$ cat config.mk
export PLATFORM = sky130hd
export DESIGN_NAME = pipe_hazard_ctrl
export DESIGN_NICKNAME = d
export VERILOG_FILES = /design/src/rtl/pipe_hazard_ctrl.sv
export SDC_FILE = /design/constraint.sdc
export NUM_CORES = 1
export LEC_CHECK = 0
export BUFFER_PORTS_ARGS = -buffer_cell sky130_fd_sc_hd__buf_2
export CAP_MARGIN = 20
export CORE_MARGIN = 2
export CORE_UTILIZATION = 50
export CTS_CLUSTER_DIAMETER = 120
export DETAILED_ROUTE_END_ITERATION = 16
export GPL_ROUTABILITY_DRIVEN = 0
export GPL_TIMING_DRIVEN = 0
export PLACE_DENSITY = 0.79
export RECOVER_POWER = 50
export SYNTH_ARGS = -nofsm -noshare
export SYNTH_HDL_FRONTEND = slang
export SYNTH_SLANG_ARGS = --single-unit
$ cat constraint.sdc
create_clock -name clk -period 4.7 [get_ports clk]
set_clock_uncertainty 0.05 [all_clocks]
set_input_delay 0.94 -clock clk [delete_from_list [all_inputs] [get_ports clk]]
set_output_delay 0.94 -clock clk [all_outputs]
set_load 0.03 [all_outputs]
$ cat src/rtl/pipe_hazard_ctrl.sv
// ID-stage pipeline controller: decode, registered ID/EX bundle, hazard stalls, flush and power-up hold.
// Optional HAZARD_STATS_EN adds saturating stall_cnt / flush_cnt statistics outputs.
module pipe_hazard_ctrl #(
    parameter int REG_ADDR_W  = 5,
    parameter int INIT_CYCLES = 1,
    parameter int BR_LD_STALL = 2,
    parameter int STAT_W      = 16
) (
    input  logic                  clk,
    input  logic                  rst,
    input  logic [5:0]            opcode,
    input  logic [5:0]            func,
    input  logic [REG_ADDR_W-1:0] id_rs,
    input  logic [REG_ADDR_W-1:0] id_rt,
    input  logic [REG_ADDR_W-1:0] id_rd,
    input  logic                  eq,
    output logic                  pc_en,
    output logic [1:0]            pc_sel,
    output logic                  ifid_en,
    output logic                  ifid_clr,
    output logic                  ex_reg_dst,
    output logic                  ex_alu_src,
    output logic                  ex_mem_read,
    output logic                  ex_mem_write,
    output logic                  ex_mem_to_reg,
    output logic                  ex_reg_write,
    output logic                  ex_jal,
    output logic [2:0]            ex_alu_ctl,
    output logic [REG_ADDR_W-1:0] ex_dst
`ifdef HAZARD_STATS_EN
    ,
    output logic [STAT_W-1:0]     stall_cnt,
    output logic [STAT_W-1:0]     flush_cnt
`endif
);

    // state   | meaning
    // S_INIT  | power-up hold, PC frozen, bubbles into ID/EX
    // S_RUN   | normal decode with hazard checks and redirects
    // S_STALL | extra stall cycles for a branch/jr waiting on a load
    typedef enum logic [1:0] {S_INIT, S_RUN, S_STALL} state_t;

    localparam logic [5:0] OP_R    = 6'b000000;
    localparam logic [5:0] OP_LW   = 6'b100011;
    localparam logic [5:0] OP_SW   = 6'b101011;
    localparam logic [5:0] OP_ADDI = 6'b001000;
    localparam logic [5:0] OP_SLTI = 6'b001010;
    localparam logic [5:0] OP_BEQ  = 6'b000100;
    localparam logic [5:0] OP_BNE  = 6'b000101;
    localparam logic [5:0] OP_J    = 6'b000010;
    localparam logic [5:0] OP_JAL  = 6'b000011;

    localparam logic [5:0] FN_ADD = 6'b100000;
    localparam logic [5:0] FN_SUB = 6'b100010;
    localparam logic [5:0] FN_AND = 6'b100100;
    localparam logic [5:0] FN_OR  = 6'b100101;
    localparam logic [5:0] FN_SLT = 6'b101010;
    localparam logic [5:0] FN_JR  = 6'b001000;

    localparam logic [1:0] PC_SEQ = 2'b00;
    localparam logic [1:0] PC_BR  = 2'b01;
    localparam logic [1:0] PC_JMP = 2'b10;
    localparam logic [1:0] PC_JR  = 2'b11;

    localparam logic [3:0] INIT_RELOAD = 4'(INIT_CYCLES - 1);
    localparam bit         BR_MULTI    = (BR_LD_STALL > 1);
    localparam logic [2:0] BR_RELOAD   = BR_MULTI ? 3'(BR_LD_STALL - 2) : 3'd0;

    state_t state, nxt_state;
    logic [3:0] init_cnt;
    logic [2:0] st_cnt;

    logic d_reg_dst, d_alu_src, d_mem_read, d_mem_write, d_mem_to_reg, d_reg_write, d_jal;
    logic [2:0] d_alu_ctl;
    logic [REG_ADDR_W-1:0] d_dst;
    logic rd_rs, rd_rt, is_br, is_jr, is_j;

    always_comb begin
        d_reg_dst    = 1'b0;
        d_alu_src    = 1'b0;
        d_mem_read   = 1'b0;
        d_mem_write  = 1'b0;
        d_mem_to_reg = 1'b0;
        d_reg_write  = 1'b0;
        d_jal        = 1'b0;
        d_alu_ctl    = 3'b000;
        rd_rs        = 1'b0;
        rd_rt        = 1'b0;
        is_br        = 1'b0;
        is_jr        = 1'b0;
        is_j         = 1'b0;
        case (opcode)
            OP_R: begin
                rd_rs       = 1'b1;
                rd_rt       = 1'b1;
                d_reg_dst   = 1'b1;
                d_reg_write = 1'b1;
                case (func)
                    FN_ADD: d_alu_ctl = 3'b010;
                    FN_SUB: d_alu_ctl = 3'b110;
                    FN_AND: d_alu_ctl = 3'b000;
                    FN_OR:  d_alu_ctl = 3'b001;
                    FN_SLT: d_alu_ctl = 3'b111;
                    FN_JR: begin
                        d_reg_dst   = 1'b0;
                        d_reg_write = 1'b0;
                        rd_rt       = 1'b0;
                        is_jr       = 1'b1;
                    end
                    default: begin
                        d_alu_ctl   = 3'b101;
                        d_reg_write = 1'b0;
                    end
                endcase
            end
            OP_LW: begin
                rd_rs        = 1'b1;
                d_alu_src    = 1'b1;
                d_mem_read   = 1'b1;
                d_mem_to_reg = 1'b1;
                d_reg_write  = 1'b1;
                d_alu_ctl    = 3'b010;
            end
            OP_SW: begin
                rd_rs       = 1'b1;
                rd_rt       = 1'b1;
                d_alu_src   = 1'b1;
                d_mem_write = 1'b1;
                d_alu_ctl   = 3'b010;
            end
            OP_ADDI, OP_SLTI: begin
                rd_rs       = 1'b1;
                d_alu_src   = 1'b1;
                d_reg_write = 1'b1;
                d_alu_ctl   = (opcode == OP_SLTI) ? 3'b111 : 3'b010;
            end
            OP_BEQ, OP_BNE: begin
                rd_rs     = 1'b1;
                rd_rt     = 1'b1;
                is_br     = 1'b1;
                d_alu_ctl = 3'b110;
            end
            OP_J: is_j = 1'b1;
            OP_JAL: begin
                is_j        = 1'b1;
                d_reg_write = 1'b1;
                d_jal       = 1'b1;
            end
            default: ;
        endcase
    end

    // Non-writing instructions carry dst=0 so they can never look like a producer.
    always_comb begin
        if (!d_reg_write)   d_dst = '0;
        else if (d_jal)     d_dst = REG_ADDR_W'(31);
        else if (d_reg_dst) d_dst = id_rd;
        else                d_dst = id_rt;
    end

    logic ex_live, opnd_hit, br_like, haz_br_ld, stall_run;
    logic br_taken, redirect, load_bundle;
    logic [1:0] redir_sel;

    always_comb begin
        ex_live   = ex_reg_write && (ex_dst != '0);
        opnd_hit  = ex_live && ((rd_rs && id_rs == ex_dst) || (rd_rt && id_rt == ex_dst));
        br_like   = is_br || is_jr;
        haz_br_ld = br_like && opnd_hit && ex_mem_read;
        stall_run = opnd_hit && (br_like || ex_mem_read);
        br_taken  = (opcode == OP_BEQ && eq) || (opcode == OP_BNE && !eq);
        if (br_taken)   redir_sel = PC_BR;
        else if (is_j)  redir_sel = PC_JMP;
        else if (is_jr) redir_sel = PC_JR;
        else            redir_sel = PC_SEQ;
        redirect  = (redir_sel != PC_SEQ);
    end

    always_comb begin
        nxt_state   = state;
        pc_en       = 1'b0;
        pc_sel      = PC_SEQ;
        ifid_en     = 1'b0;
        ifid_clr    = 1'b0;
        load_bundle = 1'b0;
        case (state)
            S_INIT: if (init_cnt == 4'd0) nxt_state = S_RUN;
            S_RUN: begin
                if (stall_run) begin
                    if (haz_br_ld && BR_MULTI) nxt_state = S_STALL;
                end else begin
                    pc_en       = 1'b1;
                    ifid_en     = 1'b1;
                    pc_sel      = redir_sel;
                    ifid_clr    = redirect;
                    load_bundle = !redirect || d_jal;
                end
            end
            S_STALL: if (st_cnt == 3'd0) nxt_state = S_RUN;
            default: nxt_state = S_INIT;
        endcase
        if (rst) begin
            pc_en    = 1'b0;
            ifid_en  = 1'b0;
            ifid_clr = 1'b1;
            pc_sel   = PC_SEQ;
        end
    end

    always_ff @(posedge clk) begin
        if (rst) begin
            state         <= S_INIT;
            init_cnt      <= INIT_RELOAD;
            st_cnt        <= BR_RELOAD;
            ex_reg_dst    <= 1'b0;
            ex_alu_src    <= 1'b0;
            ex_mem_read   <= 1'b0;
            ex_mem_write  <= 1'b0;
            ex_mem_to_reg <= 1'b0;
            ex_reg_write  <= 1'b0;
            ex_jal        <= 1'b0;
            ex_alu_ctl    <= 3'b000;
            ex_dst        <= '0;
        end else begin
            state <= nxt_state;
            if (state == S_INIT && init_cnt != 4'd0) init_cnt <= init_cnt - 4'd1;
            if (state == S_RUN && nxt_state == S_STALL) st_cnt <= BR_RELOAD;
            else if (state == S_STALL && st_cnt != 3'd0) st_cnt <= st_cnt - 3'd1;
            ex_reg_dst    <= load_bundle && d_reg_dst;
            ex_alu_src    <= load_bundle && d_alu_src;
            ex_mem_read   <= load_bundle && d_mem_read;
            ex_mem_write  <= load_bundle && d_mem_write;
            ex_mem_to_reg <= load_bundle && d_mem_to_reg;
            ex_reg_write  <= load_bundle && d_reg_write;
            ex_jal        <= load_bundle && d_jal;
            ex_alu_ctl    <= load_bundle ? d_alu_ctl : 3'b000;
            ex_dst        <= load_bundle ? d_dst : '0;
        end
    end

`ifdef HAZARD_STATS_EN
    localparam logic [STAT_W-1:0] STAT_MAX = '1;
    logic stall_cyc;
    assign stall_cyc = (state == S_STALL) || (state == S_RUN && stall_run);

    always_ff @(posedge clk) begin
        if (rst) begin
            stall_cnt <= '0;
            flush_cnt <= '0;
        end else begin
            if (stall_cyc && stall_cnt != STAT_MAX) stall_cnt <= stall_cnt + STAT_W'(1);
            if (ifid_clr && flush_cnt != STAT_MAX) flush_cnt <= flush_cnt + STAT_W'(1);
        end
    end
`endif

endmodule

Word-level counts from Yosys, hierarchy flattened
Cells that the tools add are included.
- bits in registers: 23
- bits in latches: 0
- memory bits (writable): 0
- ROM bits: 0
- output and inout bits: 20
- memories kept: 0
- add/sub/neg operators: 2
- $mul: 0
- divide/modulo/power cells: 0
- $lt $le $gt $ge: 0
- equal/unequal tests: 19
- shift operators: 0
- mux-type cells: 38
- bitwise logic cells: 2
- reduce and logical (&&, ||, !) cells: 46
- operators by type and width (kind ; count):
    $eq A6 B6 Y1 const B ; 7
    $mux W1 ; 20
    $mux W2 ; 10
    $eq A6 B4 Y1 const B ; 3
    $logic_and A1 B1 Y1 ; 18
    $pmux W3 S5 ; 1
    $reduce_or A2 Y1 ; 7
    $eq A6 B2 Y1 const B ; 2
    $eq A6 B3 Y1 const B ; 2
    $pmux W3 S4 ; 1
    $eq A5 B5 Y1 ; 2
    $mux W5 ; 2
    $reduce_or A4 Y1 ; 2
    $reduce_or A7 Y1 ; 1
    $logic_not A6 Y1 ; 1
    $pmux W2 S3 ; 1
    $reduce_or A3 Y1 ; 2
    $logic_or A1 B1 Y1 ; 5
    $reduce_bool A5 Y1 ; 1
    $reduce_or A5 Y1 ; 1
    $eq A2 B2 Y1 const B ; 2
    $logic_not A4 Y1 ; 1
    $pmux W1 S2 ; 2
    $reduce_bool A4 Y1 ; 1
    10 further kinds ; 12

Logic depth before layout (Yosys ltp)
Gate-level depths: netlist (run 1).
- word-level depth: 14
- depth in mapped cells: 9

Least setup slack after synthesis (run 1)
No wires, ideal clock.
- path kind: input -> output
- start point: input opcode[2]
- end point: output pc_en
- data arrival time: 2528 ps
- required time: 3710 ps
- path slack: 1182 ps
- cell stages on the path: 9
- buffers on the path: 3
- path through: buf_2 -> nor2_4 -> nand3_4 -> o211ai_2 -> a22oi_4 -> o31ai_4 -> buf_6 -> inv_2 -> buf_4
- longest elaborated chain between the ends: 10
- RTL lines (item ; line ; text):
    from (decl) ; 11 ; input logic [5:0] opcode,
    $eq A6 B3 Y1 (tied with other cells) ; 92 ; case (opcode)
    $reduce_or A3 Y1 (no line) or $reduce_or A7 Y1 (tied branches) ; -- ;
    $pmux W1 S2 or $mux W1 (tied branches) ; 92 ;
    $logic_and A1 B1 Y1 ; 167 ; opnd_hit = ex_live && ((rd_rs && id_rs == ex_dst) || (rd_rt && id_rt == ex_dst));
    $logic_or A1 B1 Y1 ; 167 ;
    $logic_and A1 B1 Y1 ; 167 ;
    $logic_and A1 B1 Y1 (*) ; 170 ; stall_run = opnd_hit && (br_like || ex_mem_read);
    $mux W1 (*) (3 in series) ; -- ;
    to (decl) ; 17 ; output logic pc_en,
Every way passes the cells marked *; elsewhere a longest branch is shown, timed or not.

Worst setup path in the final report (run 1)
- start point: input func[0]
- end point: output pc_en
- longest elaborated chain between the ends: 10
- RTL lines (item ; line ; text):
    from (decl) ; 12 ; input logic [5:0] func,
    $eq A6 B4 Y1 (*) ; 98 ; case (func)
    $mux W1 ; 98 ;
    $pmux W1 S2 ; 92 ;
    $logic_and A1 B1 Y1 ; 167 ;
    $logic_or A1 B1 Y1 ; 167 ;
    $logic_and A1 B1 Y1 ; 167 ;
    $logic_and A1 B1 Y1 (*) ; 170 ;
    $mux W1 (*) ; 189 ; if (stall_run) begin
    $mux W1 (*) ; 186 ; case (state)
    $mux W1 (*) ; 202 ; if (rst) begin
Marks and branches as above.

==> impl_metrics.ini, run 1 <==
[drt]
wl_per_cell_um = 12.94
drcViolationCount = 0
final_antenna_net_count = 0
maxUsedRoutingLayer = met4
vias = 1408
met2WireLength_um = 1508
route.layer.met1.wl_um = 1623
first_pass_drt_iterations = 4
routed_wirelength_um = 3339
routed-wl-met3_um = 173
drt-initial-drc-count = 49
via_per_inst = 5.457

[finish]
regMostFlops = ex_dst
largest_reg_flops = 5
nFillCells = 306
antenna-diode-count = 0
reg.largest.list = ex_dst: 5 flops, init_cnt: 4 flops
final_nets = 259
drive_above_1_share = 0.2578
area.growth.synth_to_final_pct = 17.52

[synthesis]
synth_common_cells = sky130_fd_sc_hd__dfxtp_1 (23), sky130_fd_sc_hd__nor2_1 (22), sky130_fd_sc_hd__a21oi_1 (11), sky130_fd_sc_hd__xnor2_1 (11), sky130_fd_sc_hd__nand2_1 (9)
yosys.cell_count.top_type = sky130_fd_sc_hd__dfxtp_1
async_flop_share = 0
synthesis.nets = 208
synth_area_per_cell_sq_um = 8.694
synth_area_sq_um = 1521
yosys.area.top_type_share = 0.3026
synthesis.yosys.warnings = 0
netlist_instances = 175
yosys_reg_bits = 23
synth_ff_type = sky130_fd_sc_hd__dfxtp_1
ys_top_cells_by_area = sky130_fd_sc_hd__dfxtp_1 (30%), sky130_fd_sc_hd__xnor2_1 (6.3%), sky130_fd_sc_hd__nor2_1 (5.4%)
synth-seq-area-share = 0.3026
cell_type_with_the_highest_aggregate_area_in_the_netlist = sky130_fd_sc_hd__dfxtp_1
yosys.cell_types.count = 51
synth_enable_flop_cells = 0

[clock_network]
cts_tree = yes
cts.sink_count = 23
post_cts_resized = 0
path_clk_slew_ns = 0.12
cts.htree.levels = 1
cts-root-buf = sky130_fd_sc_hd__clkbuf_4
cts.hold.buffers_added = 0
clock_latency_ns = 0.32
clock_tree.buffer_depth = 2
tritoncts.num_buffers = 3
cts.repair_timing.setup_buffer_count = 0

[critical_path]
crit_type = input pin to primary output
regToRegStartpoint = ex_dst[1]
setup.reg_to_reg.worst_slack_ns = 2.68
biggest_fanout_along_the_worst_timing_path = 10
timing.critical_path.from_type = input pin
worst_setup_path_end_kind = primary output
setup.worst_path.start = func[0]
critPathRequiredTime_ns = 3.71
arrival_ns = 2.93

[min_path]
worst_min_path_class = register to register
timing.hold.worst.start = init_cnt[1]

[sta]
max_clock_freq_mhz = 255.3
period_minus_slack_ns = 3.917
report.final.slew_viol_count = 0
report.final.setup_viol = 0
worst_slew_pin_slew_ns = 0.6931
timing.max_slew.rel_slack = 0.5337
fin_setup_tns_ns = 0
hold_viol_final = 0
fin_crit_sh = 0.8335
rsz0062_at_grt = no
hold_ws_ns = 0.4811

[power_and_ir_drop]
power.density_nw_per_um2 = 303.6
power.leakage_nw = 0.6510
ir_drop_worst_case_vdd_mv = 0.1487
post-layout-total-power_mw = 0.5428

[grt]
grt_antenna_before_repair = 0
grt_pass1_vias = 1211
global_route_wire_length_before_repair_um = 5333
track_usage = 0.2009
grt_max_degree = 14
grt-ovfl-total = 0

[floorplanning]
die_width_um = 59.16
starting_utilization_of_the_core_area = 0.5109
die_area_sq_um = 3500
top_level_ports = 50
placementRows = 20
core_region_area_sq_um = 2978
fp.dieH_um = 59.16

[place]
port_buffers = 46
dpl.hpwl_um = 2687

[flow_run]
drv_cap = 0

[outcome]
status = finished, final reports clean
[power breakdown]
part | internal [mW] | switching, mW
Clock | 0.0319 | 0.0642
Sequential | 0.216 | 0.0166
Combinational | 0.0960 | 0.118
Total | 0.344 | 0.198
[metal layers]
metal,GRT usage,vias up
met5,0,-
met4,0.06818,0
met3,0.04148,4
met2,0.3349,44
met1,0.2578,631
li1,-,729
[cells in the final DEF, fill, tap and decap left out, types with 3 or more instances in the layout]
cell type / netlist / final
sky130_fd_sc_hd__xnor2_1: 11 / 11
sky130_fd_sc_hd__nand2_1: 9 / 9
sky130_fd_sc_hd__nor2b_1: 5 / 5
sky130_fd_sc_hd__clkbuf_4: 0 / 3
sky130_fd_sc_hd__xor2_1: 4 / 4
sky130_fd_sc_hd__dfxtp_1: 23 / 23
sky130_fd_sc_hd__a211oi_1: 5 / 5
sky130_fd_sc_hd__nand3b_1: 5 / 5
sky130_fd_sc_hd__buf_2: 2 / 33
sky130_fd_sc_hd__buf_4: 4 / 4
sky130_fd_sc_hd__o21ai_0: 5 / 5
sky130_fd_sc_hd__nor4_1: 4 / 4
sky130_fd_sc_hd__nor3_1: 6 / 6
sky130_fd_sc_hd__nand3_1: 4 / 4
sky130_fd_sc_hd__ha_1: 3 / 3
sky130_fd_sc_hd__clkbuf_1: 1 / 16
sky130_fd_sc_hd__nor2_1: 22 / 22
sky130_fd_sc_hd__mux2i_1: 5 / 5
sky130_fd_sc_hd__o21ai_1: 3 / 3
sky130_fd_sc_hd__inv_1: 5 / 5
sky130_fd_sc_hd__a21oi_1: 11 / 11
[area by class of cell]
class / count / area [sq um] / share of cell area
plain buffers: 8 / 55.05 / 0.03079
clock buffers: 3 / 22.52 / 0.01260
clock inverters: 1 / 5.005 / 0.002799
inverters: 6 / 22.52 / 0.01260
multi-input cells: 138 / 969.7 / 0.5423
flip-flops and latches: 23 / 460.4 / 0.2575
well taps: 33 / 41.29 / 0.02309
repair buffers: 46 / 211.5 / 0.1183
[worst paths after layout]
kind                  end  depth (start not counted)
max                 pc_en                         10
min reg2reg   init_cnt[1]                          2
min           init_cnt[1]                          2
max reg2reg  ex_reg_write                          7
[critical path, cell delays in order]
cell                       delay (ns)
sky130_fd_sc_hd__buf_2           0.13
sky130_fd_sc_hd__nor4b_4         0.33
sky130_fd_sc_hd__and2_4          0.23
sky130_fd_sc_hd__o211ai_2        0.08
sky130_fd_sc_hd__a22oi_1         0.49
sky130_fd_sc_hd__o31ai_4         0.20
sky130_fd_sc_hd__buf_6           0.19
sky130_fd_sc_hd__inv_2           0.05
sky130_fd_sc_hd__buf_4           0.09
sky130_fd_sc_hd__buf_2           0.18
[logic make-up (layout without fill, tap and decap cells)]
group | Yosys count | in the layout | synth area share
xor+xnor | 15 | 15 | 0.08634
simple gates | 75 | 75 | 0.3018
flops | 23 | 23 | 0.3026
compound gates | 40 | 40 | 0.2006
mux | 5 | 5 | 0.03290
buf+inv | 14 | 64 | 0.05098
fa+ha+maj | 3 | 3 | 0.02467
[through the flow]
stage | cell area (sq um) | setup slack [ns] | instances | util
CTS | 1821 | 0.8515 | 258 | 0.6113
global route | 1788 | 0.6555 | 258 | 0.6004
floorplan | 1521 | 1.182 | 175 | -
detailed placement | 1793 | 0.8589 | 254 | 0.6021
global placement | 1793 | 0.8605 | 254 | 0.6021
finish | 1788 | 0.7827 | 258 | 0.6004
(Power assumes the default switching activity.)
==> inputs of run 2 (changes only) <==
- CORE_UTILIZATION: 50 -> 45
- PLACE_DENSITY: 0.79 -> 0.75
- clock period: 4.7 -> 3.38 ns (I/O delays scaled with it)
==> run 2 against run 1 <==
  * Final cell count rose by 5.8%
  * Count of clock-buffer cells in the layout did not move
  * Critical path depth did not move
  * Register-to-register slack got worse by 1.3 ns
  * Combinational power rose by 45%
  * First-iteration DRC count fell by 31%
  * Worst hold slack improved by 0.011 ns
  * Die area rose by 10%
  * Routed wire length fell by 1.9%
  * Cell area rose by 2.5%
  * Sequential share of layout area fell by 0.63 points
  * Critical path type unchanged
  * Critical endpoint unchanged
  * Largest cell class unchanged
==> impl_metrics.ini, run 2 (same netlist as run 1, synthesis figures left out) <==
[grt]
grt_antenna_before_repair = 0
global_route_wire_length_before_repair_um = 5589
track_usage = 0.1752
grt-ovfl-total = 0
grt_pass1_vias = 1283
grt_max_degree = 14

[floorplanning]
starting_utilization_of_the_core_area = 0.4632
die_width_um = 62.15
placementRows = 21
core_region_area_sq_um = 3284
top_level_ports = 50
fp.dieH_um = 62.15
die_area_sq_um = 3862

[finish]
antenna-diode-count = 0
reg.largest.list = ex_dst: 5 flops, init_cnt: 4 flops
finalCoreUtilization = 0.5581
largest_reg_flops = 5
drive_above_1_share = 0.2687
most-common-layout-cells = sky130_fd_sc_hd__buf_2 (33), sky130_fd_sc_hd__dfxtp_1 (23), sky130_fd_sc_hd__nor2_1 (22)
regMostFlops = ex_dst
final_cells = 273
commonest_non_fill_non_tap_cell_in_the_layout = sky130_fd_sc_hd__buf_2
final_nets = 261
area.growth.synth_to_final_pct = 20.48

[power_and_ir_drop]
p_int_mw = 0.4866
power.combinational.fraction = 0.406
power.share.clock = 0.169
power.density_nw_per_um2 = 416.1
ir_drop_worst_case_vdd_mv = 0.3082
post-layout-total-power_mw = 0.7627
pwr-share-seq = 0.425
total_switching_power_mw = 0.2761
switching_share = 0.3620
power.leakage_nw = 0.6844

[drt]
wl_per_cell_um = 12.00
vias = 1410
via_per_inst = 5.165
first_pass_drt_iterations = 4
drt-initial-drc-count = 34
final_antenna_net_count = 0
routed_wirelength_um = 3275
drcViolationCount = 0

[place]
dpl.hpwl_um = 2617
port_buffers = 46
placed_cells_incl_taps = 267

[sta]
report.final.slew_viol_count = 0
hold_viol_final = 0
fin_crit_sh = 0.9339
timing.max_slew.rel_slack = 0.5549
report.final.setup_viol = 0
period_minus_slack_ns = 3.157
rsz0062_at_grt = no
worst_slew_pin_slew_ns = 0.6615
fin_setup_tns_ns = 0
max_clock_freq_mhz = 316.8

[flow_run]
drv_cap = 0

[outcome]
status = finished, final reports clean

[clock_network]
cts.sink_count = 23
cts.htree.levels = 1
tritoncts.num_buffers = 3
cts_tree = yes
post_cts_resized = 0
path_clk_slew_ns = 0.13
clock_latency_ns = 0.31
clock_tree.buffer_depth = 2
cts-root-buf = sky130_fd_sc_hd__clkbuf_4

[critical_path]
critPathRequiredTime_ns = 2.65
crit_type = input pin to primary output
biggest_fanout_along_the_worst_timing_path = 10
arrival_ns = 2.43
timing.critical_path.from_type = input pin
worst_setup_path_end_kind = primary output

[min_path]
worst_min_path_class = register to register
==> run 2: cell count changes in the layout (fill, tap and decap cells not counted) <==
cell | previous run | this run
sky130_fd_sc_hd__buf_4 | 4 | 6
sky130_fd_sc_hd__a22oi_4 | 0 | 1
sky130_fd_sc_hd__a22oi_1 | 2 | 1
==> run 2: worst paths after layout <==
kind / end / cells after the start / slack [ns] / from
max: pc_en / 10 / 0.22 / func[0]
min: init_cnt[1] / 2 / 0.49 / init_cnt[1]
max reg2reg: ex_alu_ctl[2] / 5 / 1.42 / ex_dst[1]
min reg2reg: init_cnt[1] / 2 / 0.49 / init_cnt[1]
==> run 2: per-stage QoR <==
step           cell area (sq um)  worst slack (ns)  hold slack, ns
2_1_floorplan               1521            0.3902          0.4274
5_1_grt                     1833            0.1155          0.5137
3_5_place_dp                1809           0.06405          0.4729
4_1_cts                     1837           0.05578          0.4956
3_3_place_gp                1809           0.07026          0.4459
6_report                    1833            0.2233          0.4920
==> run 2: area by class of cell <==
cell class / count / area [sq um]
Multi-Input combinational cell: 138 / 983.4
Sequential cell: 23 / 460.4
Inverter: 6 / 22.52
Tap cell: 46 / 57.56
Timing Repair Buffer: 48 / 226.5
Fill cell: 334 / 1451
Clock inverter: 1 / 5.005
Buffer: 8 / 55.05
Clock buffer: 3 / 22.52
==> run 2: what timing repair did <==
action,CTS,global route
hold buffers,0,0
setup endpoints to repair,0,1
setup buffers,0,2
==> run 2: metal layers <==
layer	share of wire	global-route usage	up-vias
met5	0	0	-
met3	0.034	0.03442	4
met2	0.49	0.3071	27
met4	0.014	0.04167	0
met1	0.46	0.2218	643
li1	-	-	736
==> run 2: worst max-delay path: stages <==
cell	delay, ns
sky130_fd_sc_hd__buf_2	0.13
sky130_fd_sc_hd__nor4b_4	0.33
sky130_fd_sc_hd__nand2_1	0.14
sky130_fd_sc_hd__o21ai_1	0.21
sky130_fd_sc_hd__nor2_1	0.11
sky130_fd_sc_hd__o31ai_4	0.30
sky130_fd_sc_hd__buf_6	0.20
sky130_fd_sc_hd__inv_2	0.05
sky130_fd_sc_hd__buf_4	0.12
sky130_fd_sc_hd__buf_2	0.17
==> run 2: power groups by stage <==
stage               clock (mW)  sequential (mW)  combinational (mW)
floorplan                    0            0.330               0.233
global placement             0            0.329               0.295
detailed placement           0            0.330               0.304
CTS                      0.131            0.324               0.306
global route             0.140            0.330               0.354
finish                   0.129            0.324               0.310
